<file path="config.mk">
export PLATFORM = sky130hd
export DESIGN_NAME = vending_machine_gen_flat
export DESIGN_NICKNAME = d
export VERILOG_FILES = /design/src/rtl/vend_pkg.sv /design/src/rtl/vending_machine_gen_if.sv /design/src/rtl/vend_timeout_timer.sv /design/src/rtl/vending_machine_gen.sv /design/src/flat_wrapper.sv
export SDC_FILE = /design/constraint.sdc
export NUM_CORES = 1
export LEC_CHECK = 0
export CORE_AREA = 2 2 160 225
export DETAILED_ROUTE_END_ITERATION = 12
export DIE_AREA = 0 0 162 227
export HOLD_SLACK_MARGIN = 0.1
export PLACE_DENSITY = 0.82
export SETUP_SLACK_MARGIN = 0.05
export SLEW_MARGIN = 20
export SYNTH_ARGS = -nofsm -noshare
export SYNTH_HDL_FRONTEND = slang
export SYNTH_SLANG_ARGS = --single-unit
</file>
<file path="constraint.sdc">
create_clock -name clk -period 17.2 [get_ports clk]
set_input_delay 2.58 -clock clk [delete_from_list [all_inputs] [get_ports clk]]
set_output_delay 2.58 -clock clk [all_outputs]
set_load 0.005 [all_outputs]
</file>
<file path="src/rtl/vend_pkg.sv">
// rtl/vend_pkg.sv - shared types, error codes and selector helpers for vending_machine_gen
package vend_pkg;

    typedef enum logic [2:0] {
        ST_IDLE,
        ST_CREDIT,
        ST_CHECK,
        ST_VEND,
        ST_REFUND
    } state_t;

    localparam logic [2:0] ERR_NONE    = 3'd0;
    localparam logic [2:0] ERR_INVALID = 3'd1;
    localparam logic [2:0] ERR_FUNDS   = 3'd2;
    localparam logic [2:0] ERR_SOLDOUT = 3'd3;
    localparam logic [2:0] ERR_TIMEOUT = 3'd4;
    localparam logic [2:0] ERR_CANCEL  = 3'd5;

    // Selector fields are zero-extended to 32 bits, so up to 32 rows/columns are supported
    function automatic logic is_onehot(input logic [31:0] v);
        return $onehot(v);
    endfunction

    function automatic logic [4:0] onehot_index(input logic [31:0] v);
        logic [4:0] idx;
        idx = '0;
        for (int i = 0; i < 32; i++) begin
            if (v[i]) idx = 5'(i);
        end
        return idx;
    endfunction

endpackage

</file>
<file path="src/rtl/vending_machine_gen_if.sv">
// rtl/vending_machine_gen_if.sv - front-end / actuator signal bundle for vending_machine_gen
interface vending_machine_gen_if #(
    parameter int MONEY_W = 16,
    parameter int N_ROWS  = 4,
    parameter int N_COLS  = 4,
    parameter int SEL_W   = $clog2(N_ROWS * N_COLS)
);
    logic               coin_valid;
    logic [MONEY_W-1:0] coin_value;
    logic [N_ROWS-1:0]  row_sel;
    logic [N_COLS-1:0]  col_sel;
    logic               select_strobe;
    logic               cancel;
    logic               price_wr_en;
    logic [SEL_W-1:0]   price_wr_addr;
    logic [MONEY_W-1:0] price_wr_data;
    logic               restock;
    logic [MONEY_W-1:0] credit;
    logic [MONEY_W-1:0] price;
    logic [SEL_W-1:0]   selection;
    logic               success;
    logic [MONEY_W-1:0] change;
    logic               change_valid;
    logic               coin_reject;
    logic [2:0]         error;
    logic               busy;

    modport master (
        output coin_valid, coin_value, row_sel, col_sel, select_strobe, cancel,
               price_wr_en, price_wr_addr, price_wr_data, restock,
        input  credit, price, selection, success, change, change_valid,
               coin_reject, error, busy
    );

    modport slave (
        input  coin_valid, coin_value, row_sel, col_sel, select_strobe, cancel,
               price_wr_en, price_wr_addr, price_wr_data, restock,
        output credit, price, selection, success, change, change_valid,
               coin_reject, error, busy
    );
endinterface

</file>
<file path="src/rtl/vend_timeout_timer.sv">
// rtl/vend_timeout_timer.sv - inactivity counter that flags the last idle cycle before refund
module vend_timeout_timer #(
    parameter int TIMEOUT_CYC = 1000
) (
    input  logic clk,
    input  logic reset,
    input  logic enable,
    input  logic clear,
    output logic expire
);
    localparam int CNT_W = $clog2(TIMEOUT_CYC + 1);

    logic [CNT_W-1:0] count_q, count_d;

    // Count only while enabled; leaving the enabled state or any activity restarts from zero
    always_comb begin
        count_d = count_q + CNT_W'(1);
        if (!enable || clear) count_d = '0;
    end

    // Counter register
    always_ff @(posedge clk or posedge reset) begin
        if (reset) count_q <= '0;
        else       count_q <= count_d;
    end

    assign expire = enable && (count_q == CNT_W'(TIMEOUT_CYC - 1));

endmodule

</file>
<file path="src/rtl/vending_machine_gen.sv">
// rtl/vending_machine_gen.sv - parametrised vending controller with price table, stock and refund paths
module vending_machine_gen
    import vend_pkg::*;
#(
    parameter int MONEY_W     = 16,
    parameter int N_ROWS      = 4,
    parameter int N_COLS      = 4,
    parameter int STOCK_W     = 4,
    parameter int INIT_STOCK  = 8,
    parameter int PRICE_BASE  = 25,
    parameter int MAX_CREDIT  = 1000,
    parameter int TIMEOUT_CYC = 1000
) (
    input  logic                  clk,
    input  logic                  reset,
    vending_machine_gen_if.slave  bus
);
    localparam int N_SLOTS = N_ROWS * N_COLS;
    localparam int SEL_W   = $clog2(N_SLOTS);

    state_t             state_q, state_d;
    logic [MONEY_W-1:0] credit_q, credit_d;
    logic [MONEY_W-1:0] price_q, price_d;
    logic [MONEY_W-1:0] change_q, change_d;
    logic [SEL_W-1:0]   selection_q, selection_d;
    logic               success_q, success_d;
    logic               change_valid_q, change_valid_d;
    logic               coin_reject_q, coin_reject_d;
    logic               busy_q, busy_d;
    logic [2:0]         error_q, error_d;
    logic [N_ROWS-1:0]  row_q, row_d;
    logic [N_COLS-1:0]  col_q, col_d;
    logic [STOCK_W-1:0] stock_q [N_SLOTS];
    logic [STOCK_W-1:0] stock_d [N_SLOTS];
    logic [MONEY_W-1:0] price_tbl_q [N_SLOTS];
    logic [MONEY_W-1:0] price_tbl_d [N_SLOTS];

    logic [MONEY_W:0]   coin_sum;
    logic               coin_fits, coin_take, in_entry;
    logic               timer_en, timer_clr, timer_expire;
    logic               sel_ok;
    logic [SEL_W-1:0]   sel_idx;

    // One extra bit so the ceiling compare cannot wrap
    assign coin_sum  = {1'b0, credit_q} + {1'b0, bus.coin_value};
    assign coin_fits = coin_sum <= (MONEY_W + 1)'(MAX_CREDIT);
    assign in_entry  = (state_q == ST_IDLE) || (state_q == ST_CREDIT);
    assign coin_take = bus.coin_valid && in_entry && coin_fits;

    assign timer_en  = (state_q == ST_CREDIT);
    assign timer_clr = coin_take || bus.select_strobe || bus.cancel;

    assign sel_ok  = is_onehot(32'(row_q)) && is_onehot(32'(col_q));
    assign sel_idx = SEL_W'(32'(onehot_index(32'(row_q))) * N_COLS
                          + 32'(onehot_index(32'(col_q))));

    vend_timeout_timer #(.TIMEOUT_CYC(TIMEOUT_CYC)) u_timer (
        .clk    (clk),
        .reset  (reset),
        .enable (timer_en),
        .clear  (timer_clr),
        .expire (timer_expire)
    );

    // Next-state and next-output logic for the transaction FSM
    always_comb begin
        state_d        = state_q;
        credit_d       = credit_q;
        price_d        = price_q;
        change_d       = change_q;
        selection_d    = selection_q;
        error_d        = error_q;
        row_d          = row_q;
        col_d          = col_q;
        success_d      = 1'b0;
        change_valid_d = 1'b0;
        coin_reject_d  = 1'b0;
        stock_d        = stock_q;
        price_tbl_d    = price_tbl_q;

        if (bus.coin_valid) begin
            if (coin_take) begin
                credit_d = coin_sum[MONEY_W-1:0];
                error_d  = ERR_NONE;
            end else begin
                coin_reject_d = 1'b1;
            end
        end

        case (state_q)
            ST_IDLE: begin
                if (coin_take)         state_d = ST_CREDIT;
                if (bus.select_strobe) error_d = ERR_FUNDS;
                if (bus.price_wr_en)   price_tbl_d[bus.price_wr_addr] = bus.price_wr_data;
                if (bus.restock) begin
                    for (int i = 0; i < N_SLOTS; i++) stock_d[i] = STOCK_W'(INIT_STOCK);
                end
            end
            ST_CREDIT: begin
                if (bus.cancel) begin
                    state_d = ST_REFUND;
                    error_d = ERR_CANCEL;
                end else if (bus.select_strobe) begin
                    row_d   = bus.row_sel;
                    col_d   = bus.col_sel;
                    state_d = ST_CHECK;
                end else if (timer_expire && !coin_take) begin
                    state_d = ST_REFUND;
                    error_d = ERR_TIMEOUT;
                end
            end
            ST_CHECK: begin
                if (!sel_ok) begin
                    error_d = ERR_INVALID;
                    state_d = ST_CREDIT;
                end else begin
                    price_d     = price_tbl_q[sel_idx];
                    selection_d = sel_idx;
                    if (stock_q[sel_idx] == '0) begin
                        error_d = ERR_SOLDOUT;
                        state_d = ST_CREDIT;
                    end else if (credit_q < price_tbl_q[sel_idx]) begin
                        error_d = ERR_FUNDS;
                        state_d = ST_CREDIT;
                    end else begin
                        state_d = ST_VEND;
                    end
                end
            end
            ST_VEND: begin
                success_d              = 1'b1;
                change_d               = credit_q - price_q;
                change_valid_d         = 1'b1;
                credit_d               = '0;
                stock_d[selection_q]   = stock_q[selection_q] - STOCK_W'(1);
                error_d                = ERR_NONE;
                state_d                = ST_IDLE;
            end
            ST_REFUND: begin
                change_d       = credit_q;
                change_valid_d = 1'b1;
                credit_d       = '0;
                state_d        = ST_IDLE;
            end
            default: state_d = ST_IDLE;
        endcase

        busy_d = (state_d == ST_CHECK) || (state_d == ST_VEND) || (state_d == ST_REFUND);
    end

    // State, registered outputs, stock counters and price table
    always_ff @(posedge clk or posedge reset) begin
        if (reset) begin
            state_q        <= ST_IDLE;
            credit_q       <= '0;
            price_q        <= '0;
            change_q       <= '0;
            selection_q    <= '0;
            error_q        <= ERR_NONE;
            row_q          <= '0;
            col_q          <= '0;
            success_q      <= 1'b0;
            change_valid_q <= 1'b0;
            coin_reject_q  <= 1'b0;
            busy_q         <= 1'b0;
            for (int i = 0; i < N_SLOTS; i++) begin
                stock_q[i]     <= STOCK_W'(INIT_STOCK);
                price_tbl_q[i] <= MONEY_W'(PRICE_BASE * (i + 1));
            end
        end else begin
            state_q        <= state_d;
            credit_q       <= credit_d;
            price_q        <= price_d;
            change_q       <= change_d;
            selection_q    <= selection_d;
            error_q        <= error_d;
            row_q          <= row_d;
            col_q          <= col_d;
            success_q      <= success_d;
            change_valid_q <= change_valid_d;
            coin_reject_q  <= coin_reject_d;
            busy_q         <= busy_d;
            stock_q        <= stock_d;
            price_tbl_q    <= price_tbl_d;
        end
    end

    assign bus.credit       = credit_q;
    assign bus.price        = price_q;
    assign bus.selection    = selection_q;
    assign bus.success      = success_q;
    assign bus.change       = change_q;
    assign bus.change_valid = change_valid_q;
    assign bus.coin_reject  = coin_reject_q;
    assign bus.error        = error_q;
    assign bus.busy         = busy_q;

endmodule
</file>
<file path="src/flat_wrapper.sv">
// flat-port wrapper written by rule: the top's interface ports become plain ports
module vending_machine_gen_flat import vend_pkg::*;
#(
    parameter int MONEY_W     = 16,
    parameter int N_ROWS      = 4,
    parameter int N_COLS      = 4,
    parameter int STOCK_W     = 4,
    parameter int INIT_STOCK  = 8,
    parameter int PRICE_BASE  = 25,
    parameter int MAX_CREDIT  = 1000,
    parameter int TIMEOUT_CYC = 1000
)
  (clk, reset, bus_coin_valid, bus_coin_value, bus_row_sel, bus_col_sel, bus_select_strobe, bus_cancel, bus_price_wr_en, bus_price_wr_addr, bus_price_wr_data, bus_restock, bus_credit, bus_price, bus_selection, bus_success, bus_change, bus_change_valid, bus_coin_reject, bus_error, bus_busy);
  vending_machine_gen_if #(.MONEY_W(MONEY_W), .N_ROWS(N_ROWS), .N_COLS(N_COLS)) bus_i ();
  input  logic clk;
  input  logic reset;
  input wire logic [$bits(bus_i.coin_valid)-1:0] bus_coin_valid;
  input wire logic [$bits(bus_i.coin_value)-1:0] bus_coin_value;
  input wire logic [$bits(bus_i.row_sel)-1:0] bus_row_sel;
  input wire logic [$bits(bus_i.col_sel)-1:0] bus_col_sel;
  input wire logic [$bits(bus_i.select_strobe)-1:0] bus_select_strobe;
  input wire logic [$bits(bus_i.cancel)-1:0] bus_cancel;
  input wire logic [$bits(bus_i.price_wr_en)-1:0] bus_price_wr_en;
  input wire logic [$bits(bus_i.price_wr_addr)-1:0] bus_price_wr_addr;
  input wire logic [$bits(bus_i.price_wr_data)-1:0] bus_price_wr_data;
  input wire logic [$bits(bus_i.restock)-1:0] bus_restock;
  output wire logic [$bits(bus_i.credit)-1:0] bus_credit;
  output wire logic [$bits(bus_i.price)-1:0] bus_price;
  output wire logic [$bits(bus_i.selection)-1:0] bus_selection;
  output wire logic [$bits(bus_i.success)-1:0] bus_success;
  output wire logic [$bits(bus_i.change)-1:0] bus_change;
  output wire logic [$bits(bus_i.change_valid)-1:0] bus_change_valid;
  output wire logic [$bits(bus_i.coin_reject)-1:0] bus_coin_reject;
  output wire logic [$bits(bus_i.error)-1:0] bus_error;
  output wire logic [$bits(bus_i.busy)-1:0] bus_busy;
  assign bus_i.coin_valid = bus_coin_valid;
  assign bus_i.coin_value = bus_coin_value;
  assign bus_i.row_sel = bus_row_sel;
  assign bus_i.col_sel = bus_col_sel;
  assign bus_i.select_strobe = bus_select_strobe;
  assign bus_i.cancel = bus_cancel;
  assign bus_i.price_wr_en = bus_price_wr_en;
  assign bus_i.price_wr_addr = bus_price_wr_addr;
  assign bus_i.price_wr_data = bus_price_wr_data;
  assign bus_i.restock = bus_restock;
  assign bus_credit = bus_i.credit;
  assign bus_price = bus_i.price;
  assign bus_selection = bus_i.selection;
  assign bus_success = bus_i.success;
  assign bus_change = bus_i.change;
  assign bus_change_valid = bus_i.change_valid;
  assign bus_coin_reject = bus_i.coin_reject;
  assign bus_error = bus_i.error;
  assign bus_busy = bus_i.busy;
  vending_machine_gen #(.MONEY_W(MONEY_W), .N_ROWS(N_ROWS), .N_COLS(N_COLS), .STOCK_W(STOCK_W), .INIT_STOCK(INIT_STOCK), .PRICE_BASE(PRICE_BASE), .MAX_CREDIT(MAX_CREDIT), .TIMEOUT_CYC(TIMEOUT_CYC)) u_core (.clk(clk), .reset(reset), .bus(bus_i));
endmodule
</file>
# Yosys cells after proc, flatten, opt, wreduce, memory -nomap -nowiden
# Cells that the tools add are included.
# classes
add_sub_neg	11
magnitude_cmp	7
n_eq_ne	11
mux	50
bitwise_logic	4
n_reduce_logical	27
# op_table
cell	n
bitwise mux 256 bit	1
case mux 64 bit (2 select lines)	1
2-to-1 mux 16 bit	6
binary-select mux 16 bit (select 4 bit)	1
bitwise mux 64 bit	1
demux 16 bit (select 4 bit)	1
2-to-1 mux 64 bit	1
2-to-1 mux 3 bit	15
binary-select mux 4 bit (select 4 bit)	2
case mux 16 bit (2 select lines)	1
2-to-1 mux 4 bit	5
adder 16 x 16 -> 17 bit	1
<= comparator 17 x 10 -> 1 bit (second input constant)	1
demux 4 bit (select 4 bit)	1
less-than comparator 16 bit	1
subtractor 16 bit	1
>= comparator 5 bit (second input constant)	3
inverter 4 -> 5 bit	3
adder 6 bit	2
== test 3 x 2 -> 1 bit (second input constant)	4
== test 6 x 1 -> 1 bit (second input constant)	2
case mux 3 bit (4 select lines)	1
adder 10 x 1 -> 10 bit (second input constant)	1
== test 10 bit (second input constant)	1
other kinds (21)	53
# totals
reg_bits	400
input_bits	51
out_inout_bits	59
word_cells	155

# Logic depth before layout (Yosys ltp)
# logic_depth
depth_word	16
mapped_depth	17

# Hierarchy
# Synthesis repeated with hierarchy kept, for this count alone.
# unflattened
hier_cells	1692
area_unflattened_um2	20216.9
# by_module_without_submodules
mod	n_inst	cells_per_inst	area_per_inst_um2	seq_area_each_um2
vending_machine_gen	1	1643	19723.9	9867.0
vend_timeout_timer	1	49	493.0	250.2

# Worst setup path before layout
# Ideal clock, no wire load.
# synth_timing
path_kind	input-to-reg
from	input port bus_coin_value[0]
to	register u_core.credit_q[0], in the netlist u_core.bus.credit[0]
setup_ns	0.125
arrival_ns	5.129
t_required_ns	17.075
setup_slack_ns	11.945
cell_stages	10
n_path_buf	1
cell_sequence	ha_1 fa_1 a21o_1 a221o_1 xnor2_1 a211oi_1 or4b_1 and4b_1 buf_6 mux2_4
# synth_via
elab_chain_len	5
elab_cells_between_ends	8
cone_classes	add/sub (1); order compare (1); mux (3); reduce/logical (3)
# synth_rtl
element	line	source
from (decl)	flat_wrapper.sv:18	input wire logic [$bits(bus_i.coin_value)-1:0] bus_coin_value;
adder 16 x 16 -> 17 bit *	vending_machine_gen.sv:45	assign coin_sum = {1'b0, credit_q} + {1'b0, bus.coin_value};
<= comparator 17 x 10 -> 1 bit	vending_machine_gen.sv:46	assign coin_fits = coin_sum <= (MONEY_W + 1)'(MAX_CREDIT);
logical AND 1 bit	vending_machine_gen.sv:48	assign coin_take = bus.coin_valid && in_entry && coin_fits;
nonzero test 2 bit (no line)	--	
AND reduction 2 bit (no line)	--	
to (signal assigned)	vending_machine_gen.sv:172	credit_q <= credit_d;
to (decl)	vending_machine_gen.sv:22	logic [MONEY_W-1:0] credit_q, credit_d;
# Every way passes the cells marked *; elsewhere a longest branch is shown, timed or not. The select of a mux whose other input is x is not followed.
# A chain may end at the register's enable or synchronous reset.

# Worst setup path in the final report
# layout_timing
from	input port bus_coin_value[0]
to	register u_core.error_q[1], in the netlist u_core.bus.error[1]
# layout_via
elab_chain_len	9
elab_cells_between_ends	15
cone_classes	add/sub (1); order compare (1); mux (10); reduce/logical (3)
# layout_rtl
element	line	source
adder 16 x 16 -> 17 bit *	vending_machine_gen.sv:45	
<= comparator 17 x 10 -> 1 bit *	vending_machine_gen.sv:46	
logical AND 1 bit *	vending_machine_gen.sv:48	
2-to-1 mux 3 bit / zero test 1 bit (equally long branches)	vending_machine_gen.sv:82, vending_machine_gen.sv:107	
2-to-1 mux 3 bit / logical AND 1 bit (equally long branches)	vending_machine_gen.sv:81, vending_machine_gen.sv:107	
2-to-1 mux 3 bit (on tied branches)	vending_machine_gen.sv:122, vending_machine_gen.sv:107	
2-to-1 mux 3 bit (on tied branches)	vending_machine_gen.sv:119, vending_machine_gen.sv:103	
2-to-1 mux 3 bit (on tied branches)	vending_machine_gen.sv:113, vending_machine_gen.sv:100	
case mux 3 bit (4 select lines) *	vending_machine_gen.sv:90	case (state_q)
named net u_core.error_d[1]	vending_machine_gen.sv:30	logic [2:0] error_q, error_d;
to (signal assigned)	vending_machine_gen.sv:176	error_q <= error_d;
to (decl)	vending_machine_gen.sv:30	
# The timed path passes the listed nets; every way through them passes the cells marked *.

==> results.cfg <==
[run_status]
status = finished, final reports clean

[global_route]
initial_antenna_violation_count = 1
maximum_number_of_pins_on_one_net_before_global_route_repair = 201
grt_overflow = 0
grt_pass1_wl_um = 77300
vias_in_the_first_global_route = 14200
grt.total_usage_pct = 26.8

[place]
detailedPlacementHpwl_um = 31200
routability_congestion = 0.869
dp_slack_ns = 10.80
postPlaceCellArea_sq_mm = 0.0218
io_buffer_count = 109

[critical_path]
worstSetupEndpointType = flop
cp_data_arrival_time_ns = 6.31
slowest_stage = sky130_fd_sc_hd__and4b_1
critPathLaunchType = input port
worst_path_largest_cell_delay_ns = 0.68
path_max_fanout = 14
worst-endpoint-required_ns = 17.60
path_class = input port to flop
path_cells = clkdlybuf4s50_1, ha_1, fa_1, a21o_1, a221o_1, a31oi_1, o21ai_1, xor2_1, nor3_1, and4b_1, buf_4, o32ai_1

[final_layout]
flow.area_growth_from_synthesis_pct = 13.7
final_nets = 1755
n_fill_cell = 2391
final_core_utilization_pct = 66.6
final_layout_size_suffix_gt1_share_pct = 33.9
num_antenna_cells = 0
design_area_sq_mm = 0.0231

[pwr]
p_switching_w = 0.00132
combPwrFrac_pct = 40.5
pwr_density_cell_mw_per_mm2 = 173
worst_supply_voltage_drop_on_vdd_v = 0.000133
seqPwrFrac_pct = 37.8
cellLeakagePower_nw = 9.70
power_switching_share_pct = 33.2
p_clk_share_pct = 21.7
internal_power_w = 0.00267

[floorplan]
die_w_um = 162
initial_core_util_pct = 58.6
coreArea_sq_mm = 0.0347
floorplan.die_area_sq_mm = 0.0368
fp.dieH_um = 227
fp-row-count = 81
io_pins = 110

[routing]
postRouteWirelength_um = 48400
vias = 13600
mean_routed_wirelength_per_cell_um = 22.7
detail_route.vias_per_cell = 6.39
first_pass_iters = 7
antenna_left = 0
drc_errors = 0
drt-initial-drc-count = 1149

[clocking]
tritoncts_num_sinks = 400
clock_tree_root_driver_cell = sky130_fd_sc_hd__clkbuf_16
clk_latency_ns = 0.54
cts.repair_timing.setup_buffer_count = 0
cts.reportedPaths.clkPinSlew_ns = 0.06
clock_tree.htree_level_count = 2
clock_tree_from_tritoncts = built
number_of_buffers_inserted_during_clock_tree_synthesis = 39
post_cts.resized_instances = 0
cts_hold_repair.buffers = 0
clock_tree.buffer_depth = 3

[timing]
final-setup-viol-count = 0
maxSlewHeadroom_pct = 19.1
fin_crit_ns = 5.90
report.final.slew_viol_count = 0
rsz_0062_raised_after_global_routing = false
fmax_ghz = 0.169
clock-skew-final_ns = 0.00859
timing.setup.tns_ns = 0
worst_slew_pin_slew_ns = 1.21
timing.final.hold_violations = 0
setup_ws_ns = 11.30
fin_worst_hold_slack_ns = 0.501
fin_crit_sh_pct = 34.3

[yosys]
synthArstFlopShare_pct = 100
synth_edf_count = 0
yosysWarningCount = 0
syn-mean-instance-area_sq_um = 12.9
ys_seq_area_share_pct = 49.8
netlist_area_sq_mm = 0.0203
flip_flop_and_latch_count_after_synthesis = 400
synth_top_flop_cell = sky130_fd_sc_hd__dfrtp_1
cells_after_synthesis = 1569
synthesis.nets = 1680
yosysUniqueCellTypes = 75

[job]
drv.max_cap_violation_count = 0

[worst_hold_path]
worstHoldPathType = flop to flop
power groups by stage:
stage / Clock (W) / Sequential, W / Combinational [W]
final: 0.000865 / 0.00151 / 0.00162
after global routing: 0.000917 / 0.00154 / 0.00175
after detailed placement: 0 / 0.00151 / 0.00161
after global placement: 0 / 0.00149 / 0.00155
after floorplan: 0 / 0.00144 / 0.00121
after CTS: 0.000876 / 0.00150 / 0.00162
critical path: cells and delay by family:
family                     cells  cell delay, ns
adders and majority gates      2            0.64
buffers and inverters          2            0.78
and+or+nand+nor                2            0.85
xor gates and xnor gates       1            0.17
AOI/OAI and AO/OA              5            1.28
cell families (layout without fill, tap and decap cells):
| group | after synthesis | in the layout | share of synthesized area [%] |
|---|---|---|---|
| adder cells (fa/ha/maj) | 60 | 60 | 3.85 |
| multiplexers | 388 | 388 | 26.9 |
| buffers and inverters | 143 | 248 | 2.88 |
| XOR/XNOR | 27 | 27 | 1.16 |
| AND/OR/NAND/NOR | 318 | 318 | 8.29 |
| flip-flops | 400 | 400 | 49.8 |
| AO/OA/AOI/OAI | 233 | 233 | 7.09 |
metal layers:
metal	up-vias	routed length, um	part of all wire (%)	track usage (%)
met5	-	11	0.023	0
met4	2	1520	3.1	9.79
met3	106	2500	5.2	3.90
met2	455	25400	52	47.5
met1	7066	19000	39	33.7
li1	5988	-	-	-
stage by stage:
stage               total power, W  std cells
floorplan                  0.00266       1569
global placement           0.00303       2058
detailed placement         0.00312       2058
CTS                        0.00400       2129
global route               0.00421       2130
finish                     0.00399       2130
flip-flops by register name, summed over array words and instances, names as in the netlist:
register                 flops
u_core.bus.busy              1
u_core.u_timer.count_q      10
u_core.bus.credit           16
u_core.bus.change           16
u_core.stock_q              64
u_core.bus.error             3
u_core.col_q                 4
u_core.bus.success           1
u_core.bus.change_valid      1
u_core.state_q               3
u_core.row_q                 4
u_core.bus.price            16
u_core.bus.coin_reject       1
u_core.price_tbl_q         256
u_core.bus.selection         4
cells in the final DEF, fill, tap and decap left out, types with 7 or more instances in the layout:
| cell | n |
|---|---|
| sky130_fd_sc_hd__nor3_2 | 11 |
| sky130_fd_sc_hd__o21ai_1 | 10 |
| sky130_fd_sc_hd__a221o_1 | 7 |
| sky130_fd_sc_hd__dfstp_2 | 86 |
| sky130_fd_sc_hd__mux2_2 | 264 |
| sky130_fd_sc_hd__clkbuf_16 | 39 |
| sky130_fd_sc_hd__nor4_1 | 17 |
| sky130_fd_sc_hd__mux2i_1 | 23 |
| sky130_fd_sc_hd__a211oi_1 | 10 |
| sky130_fd_sc_hd__nor3b_1 | 8 |
| sky130_fd_sc_hd__ha_1 | 55 |
| sky130_fd_sc_hd__inv_1 | 46 |
| sky130_fd_sc_hd__buf_4 | 19 |
| sky130_fd_sc_hd__xnor2_1 | 13 |
| sky130_fd_sc_hd__o21ai_0 | 116 |
| sky130_fd_sc_hd__nor3_1 | 23 |
| sky130_fd_sc_hd__xor2_1 | 14 |
| sky130_fd_sc_hd__nand2b_1 | 8 |
| sky130_fd_sc_hd__nor2b_1 | 16 |
| sky130_fd_sc_hd__clkbuf_8 | 10 |
| sky130_fd_sc_hd__mux4_2 | 99 |
| sky130_fd_sc_hd__and3_1 | 17 |
| sky130_fd_sc_hd__clkdlybuf4s50_1 | 109 |
| sky130_fd_sc_hd__nand3_1 | 62 |
| sky130_fd_sc_hd__or3_1 | 11 |
| sky130_fd_sc_hd__nand2_1 | 85 |
| sky130_fd_sc_hd__a21oi_1 | 27 |
| sky130_fd_sc_hd__a22oi_1 | 13 |
| sky130_fd_sc_hd__nor2_1 | 28 |
| sky130_fd_sc_hd__dfrtp_1 | 314 |
path summary, 6_finish.rpt:
path / from / end / slack (ns) / cells after the start
setup / recovery: bus_coin_value[0] / u_core.bus.error[1] / 11.30 / 12
hold / removal: u_core.price_tbl_q[98] / u_core.price_tbl_q[98] / 0.50 / 1
setup reg to reg: u_core.col_q[1] / u_core.bus.error[1] / 11.50 / 14
hold reg to reg: u_core.price_tbl_q[98] / u_core.price_tbl_q[98] / 0.50 / 1
max in group asynchronous: reset / u_core.price_tbl_q[148] / 12.93 / 4
min in group asynchronous: reset / u_core.stock_q[2] / 2.66 / 2
Yosys cell counts, drive strengths merged (3+ instances only):
cell type | number | area, sq um
dfrtp | 314 | 7860
mux2 | 266 | 3000
o21ai | 126 | 631
mux4 | 99 | 2230
dfstp | 86 | 2260
nand2 | 86 | 323
clkbuf | 76 | 285
nand3 | 63 | 315
ha | 56 | 701
inv | 47 | 176
nor3 | 34 | 225
nor2 | 31 | 119
a21oi | 28 | 144
mux2i | 23 | 230
buf | 20 | 123
nor2b | 18 | 113
and3 | 17 | 106
nor4 | 17 | 106
xor2 | 14 | 123
a22oi | 13 | 97.6
xnor2 | 13 | 114
or3 | 11 | 68.8
a211oi | 10 | 75.1
nor3b | 10 | 80.1
nand2b | 8 | 50.1
a221o | 7 | 70.1
a21o | 6 | 45.0
a211o | 4 | 35.0
fa | 4 | 80.1
nand3b | 4 | 30.0
o211ai | 4 | 35.0
or2 | 4 | 25.0
a2111oi | 3 | 26.3
a32oi | 3 | 26.3
nand4 | 3 | 18.8
o21a | 3 | 22.5
o31ai | 3 | 22.5
area by class of cell:
class | instances | area [sq um] | share of cell area, %
Timing Repair Buffer | 130 | 1280 | 5.55
Clock inverter | 16 | 156 | 0.678
Multi-Input combinational cell | 1026 | 9640 | 41.8
Clock buffer | 55 | 1140 | 4.92
Sequential cell | 400 | 10100 | 43.8
Tap cell | 456 | 571 | 2.47
Inverter | 47 | 184 | 0.797
Power figures use the tool's default switching activity.
